### config.mk
export PLATFORM = sky130hd
export DESIGN_NAME = io_read_port_ready
export DESIGN_NICKNAME = d
export VERILOG_FILES = /design/src/rtl/io_read_port_ready_pkg.sv /design/src/rtl/io_thread_counter.sv /design/src/rtl/io_read_port_ready.sv
export SDC_FILE = /design/constraint.sdc
export NUM_CORES = 1
export LEC_CHECK = 0
export ABC_AREA = 1
export CAP_MARGIN = 15
export CELL_PAD_IN_SITES_DETAIL_PLACEMENT = 2
export CELL_PAD_IN_SITES_GLOBAL_PLACEMENT = 2
export CORE_MARGIN = 2
export CORE_UTILIZATION = 35
export CTS_CLUSTER_DIAMETER = 150
export CTS_CLUSTER_SIZE = 25
export DETAILED_ROUTE_END_ITERATION = 8
export PLACE_DENSITY_LB_ADDON = 0.1
export SYNTH_ARGS = -nofsm -noshare
export SYNTH_HDL_FRONTEND = slang
export SYNTH_SLANG_ARGS = --single-unit
### constraint.sdc
create_clock -name clock -period 2.78 [get_ports clock]
set_input_delay 0.278 -clock clock [delete_from_list [all_inputs] [get_ports clock]]
set_output_delay 0.278 -clock clock [all_outputs]
set_load 0.01 [all_outputs]
### src/rtl/io_read_port_ready_pkg.sv
// Shared constants and elaboration helpers for the I/O read port and its
// thread counter.
package io_read_port_ready_pkg;

    localparam logic HIGH = 1'b1;
    localparam logic LOW  = 1'b0;

    // Number of address bits needed to select one of 'value' items.
    function automatic int unsigned clog2(input int unsigned value);
        int unsigned result;
        int unsigned remaining;
        result    = 0;
        remaining = (value > 0) ? value - 1 : 0;
        while (remaining > 0) begin
            result    = result + 1;
            remaining = remaining >> 1;
        end
        return result;
    endfunction

endpackage

### src/rtl/io_thread_counter.sv
// Round-robin barrel-thread counter: THREAD_INIT after reset, then steps
// 0..THREAD_COUNT-1 each cycle and wraps on an equality compare.
module io_thread_counter
    import io_read_port_ready_pkg::*;
#(
    parameter int unsigned THREAD_COUNT      = 8,
    parameter int unsigned THREAD_ADDR_WIDTH = 3,
    parameter int unsigned THREAD_INIT       = 0
) (
    input  logic                         clock,
    input  logic                         reset,
    output logic [THREAD_ADDR_WIDTH-1:0] thread
);

    localparam logic [THREAD_ADDR_WIDTH-1:0] LAST_THREAD = THREAD_ADDR_WIDTH'(THREAD_COUNT - 1);
    localparam logic [THREAD_ADDR_WIDTH-1:0] INIT_THREAD = THREAD_ADDR_WIDTH'(THREAD_INIT);

    always_ff @(posedge clock or posedge reset) begin
        if (reset) begin
            thread <= INIT_THREAD;
        end else if (thread == LAST_THREAD) begin
            thread <= '0;
        end else begin
            thread <= thread + 1'b1;
        end
    end

endmodule

### src/rtl/io_read_port_ready.sv
// Per-thread single-word read port: an external producer fills a thread's
// slot, and that thread's read either consumes it (IO_ready) or stalls.
module io_read_port_ready
    import io_read_port_ready_pkg::*;
#(
    parameter int unsigned WORD_WIDTH        = 36,
    parameter int unsigned THREAD_COUNT      = 8,
    parameter int unsigned THREAD_ADDR_WIDTH = 3,
    parameter int unsigned THREAD_INIT       = 0
) (
    input  logic                         clock,
    input  logic                         reset,
    input  logic                         rden,
    input  logic                         ext_wren,
    input  logic [THREAD_ADDR_WIDTH-1:0] ext_thread,
    input  logic [WORD_WIDTH-1:0]        ext_data,
    output logic                         ext_ready,
    output logic                         IO_ready,
    output logic [WORD_WIDTH-1:0]        rdata,
    output logic [THREAD_COUNT-1:0]      full_flags
);

    if (clog2(THREAD_COUNT) > THREAD_ADDR_WIDTH) begin : g_bad_thread_params
        $error("THREAD_COUNT does not fit in THREAD_ADDR_WIDTH bits");
    end

    localparam logic [THREAD_ADDR_WIDTH:0] COUNT_EXT = (THREAD_ADDR_WIDTH + 1)'(THREAD_COUNT);

    logic [THREAD_ADDR_WIDTH-1:0] thread;
    logic [WORD_WIDTH-1:0]        slots [THREAD_COUNT];
    logic [THREAD_COUNT-1:0]      flags;
    logic [THREAD_COUNT-1:0]      flags_next;
    logic                         ext_in_range;
    logic                         write_accept;
    logic                         read_hit;

    io_thread_counter #(
        .THREAD_COUNT      (THREAD_COUNT),
        .THREAD_ADDR_WIDTH (THREAD_ADDR_WIDTH),
        .THREAD_INIT       (THREAD_INIT)
    ) u_thread_counter (
        .clock  (clock),
        .reset  (reset),
        .thread (thread)
    );

    assign ext_in_range = ({1'b0, ext_thread} < COUNT_EXT);
    assign ext_ready    = ext_in_range && !flags[ext_thread];
    assign write_accept = ext_wren && ext_ready;
    assign read_hit     = rden && flags[thread];
    assign full_flags   = flags;

    // A same-slot collision never needs both updates: a full slot refuses the
    // write, an empty slot stalls the read, so applying both in order is safe.
    always_comb begin
        flags_next = flags;
        if (read_hit) begin
            flags_next[thread] = LOW;
        end
        if (write_accept) begin
            flags_next[ext_thread] = HIGH;
        end
    end

    always_ff @(posedge clock) begin
        if (write_accept) begin
            slots[ext_thread] <= ext_data;
        end
    end

    always_ff @(posedge clock or posedge reset) begin
        if (reset) begin
            flags    <= '0;
            IO_ready <= LOW;
            rdata    <= '0;
        end else begin
            flags <= flags_next;
            if (!rden) begin
                IO_ready <= HIGH;
            end else if (read_hit) begin
                IO_ready <= HIGH;
                rdata    <= slots[thread];
            end else begin
                IO_ready <= LOW;
            end
        end
    end

endmodule

==> results_dict.tcl <==
set metrics [dict create \
    fin_tns_setup_ps 0 \
    path_delay_family "buffers and inverters" \
    path_class "input port to output port" \
    peakVddDrop_mv 0.378 \
    syn-num-nets 1428 \
    cp_cell_sequence "clkdlybuf4s50_1 -> inv_1 -> nor3_1 -> nand2_1 -> nand2_1 -> nor2_2 -> nand2_1 -> inv_1 -> clkdlybuf4s50_1" \
    power_density_nw_per_um2 652 \
    reg2reg_depth 11 \
    diodes 0 \
    routabilityCongestion 0.755 \
    clk_pin_slew_worst_paths_ps 100 \
    stdcell_count 1971 \
    insertion_delay_ps 540 \
    rrSetupSlack_ps 580 \
    grt_max_degree 131 \
    drv_slew 0 \
    rows 73 \
    rsz0062_at_grt "no" \
    wl_per_cell_um 19.9 \
    clk_path_buf_depth 3 \
    max_freq_ghz 0.386 \
    core_um2 39700 \
    drcViolationCount 0 \
    cts_tree "built" \
    dieArea_um2 41900 \
    grt_pass1_vias 10400 \
    min_period_over_period_pct 93.2 \
    initial_core_util_pct 35.5 \
    r2r-start "u_thread_counter.thread[0]" \
    netlist_top_cells_area "edfxtp_1 (61%), nand2_1 (23%), dfrtp_1 (8.5%)" \
    synth_top_area_share_pct 61.3 \
    seq_area_frac_synth_pct 69.8 \
    hold_viol 0 \
    fp.dieH_um 205 \
    cap_violations 0 \
    hp-class "input port to asynchronous set/reset pin" \
    layout-drive-gt1-share_pct 4.91 \
    slowest_stage "clkdlybuf4s50_1" \
    cts_sinks 336 \
    grtUsageTotal_pct 19.1 \
    die_x_um 205 \
    dp_cells 1941 \
    port_buffers 88 \
    hpwlAfterDp_um 21700 \
    path_common_cell "nand2_1" \
    synth_area_um2 14100 \
    cp.required_ps 2500 \
    overflow 0 \
    ctsHoldBuffers 0 \
    ys_ff_latch 336 \
    path_buf_inv 4 \
    ys.warnings.count 0 \
    finalClockSkew_ps 22.8 \
    routed_wl_um 39300 \
    drt_iter0_markers 461 \
    nNetsFinal 1480 \
    slew-limit-headroom_pct 36.0 \
    worstSetupStartpointType "input port" \
    io_pins 89 \
    synth.distinct_cells 20 \
    grt_first_pass_wirelength_um 61200 \
    firstDrtPassIters 4 \
    detail_route.vias_per_cell 4.88 \
    max_slew.worst_pin.slew_ps 960 \
    p_leak_uw 0.00665 \
    whs_ps 171 \
    yosysTopAreaCell "edfxtp_1" \
    clock-root-buffer "clkbuf_16" \
    area_growth_pct 13.6 \
    antenna_found_initial 0 \
    fillers 4182 \
    cts_inserted_buffers 17 \
    via_count 9609 \
    final_cell_mix "nand2_1 (853), edfxtp_1 (288), clkdlybuf4s50_1 (87), dfrtp_1 (45), nand3_1 (45)" \
    ant_nets 0 \
    cts.htree.levels 1 \
    crit_fanout 9 \
    rr_endpoint "full_flags[5]" \
    slowest_delay_ps 550 \
    setup_viol 0 \
    outcome "completed" \
    layout_commonest_cell "nand2_1" \
    cp.arrival_ps 2310 \
    fin_crit_ps 2590 \
    end_kind "output port" \
    avgSynthCellArea_um2 10.2 \
    postSynthCellCount 1383 \
]
==> layout make-up <==
type,count,area (µm²),area share (%)
multi-input combinational,952,3760,23.5
clock inverter,2,25.0,0.156
inverter,20,80.1,0.499
clock buffer,28,467,2.91
timing repair buffer,108,1190,7.41
sequential,336,9860,61.5
tap,525,657,4.10
==> metrics by stage <==
step	utilization, %	cell area [µm²]	total power, µW	worst slack, ps
finish	40.4	16000	10400	190
global placement	39.1	15500	7730	229
detailed placement	39.1	15500	7790	138
floorplan	-	14100	6820	567
CTS	40.3	16000	10600	139
global route	40.4	16000	10900	4.38
==> worst max path at each step <==
stage                             start           end  slack, ps  cells past startpoint
after CTS                 ext_thread[2]     ext_ready        140                      8
after global routing      ext_thread[1]     ext_ready          4                      9
after detailed placement  ext_thread[2]  slots[2][10]        140                      8
final                     ext_thread[2]     ext_ready        190                      9
after floorplan           ext_thread[1]   slots[2][0]        570                      8
after global placement    ext_thread[2]     ext_ready        230                      8
==> routing by layer <==
metal	part of all wire (%)	global-route usage, %	vias to the layer above
met5	0	0	-
met3	2.1	1.86	25
met2	52	35.4	84
li1	-	-	4560
met1	45	24.5	4940
met4	1.2	3.13	0
==> synthesized netlist by cell type, drive strengths merged <==
cell type and count:
buf 71, clkbuf 4, dfrtp 48, edfxtp 288, ha 2, inv 20, nand2 865, nand3 45
nand4 16, nor2 10, nor3 13, o21ai 1
==> registers in the layout, summed over array words and instances (netlist names) <==
signal	cells
rdata	36
u_thread_counter.thread	3
slots	288
full_flags	8
IO_ready	1
==> power breakdown <==
part           leakage [µW]  internal [µW]  switching (µW)
logic               0.00323            709             840
clock network      0.000234           1190            1630
registers           0.00319           5850             228
total               0.00665           7750            2700
==> logic make-up (layout without fill, tap and decap cells) <==
logic type                 Yosys count  in the layout  synth area share (%)
DFF                                336            336                  69.8
adders and majority gates            2              2                 0.177
AOI/OAI and AO/OA                    1              1                0.0354
buffers and inverters               95            158                  3.60
and+or+nand+nor                    949            949                  26.4
==> worst register-to-register path: stages (launching register included) <==
cell and delay, ps:
dfrtp_4 650, inv_4 170, nand2_1 60, nand2_1 60, nand2_1 50, nand2_1 70, nand2_1 90, nand2_4 80
buf_4 500, nand3_1 220, nand2_1 100, nand2_1 50
==> repair_timing <==
item | in CTS | in global routing
setup endpoints to repair | 0 | 1
resized for setup | 0 | 1
setup buffers | 0 | 0
Power figures use the tool's default switching activity.
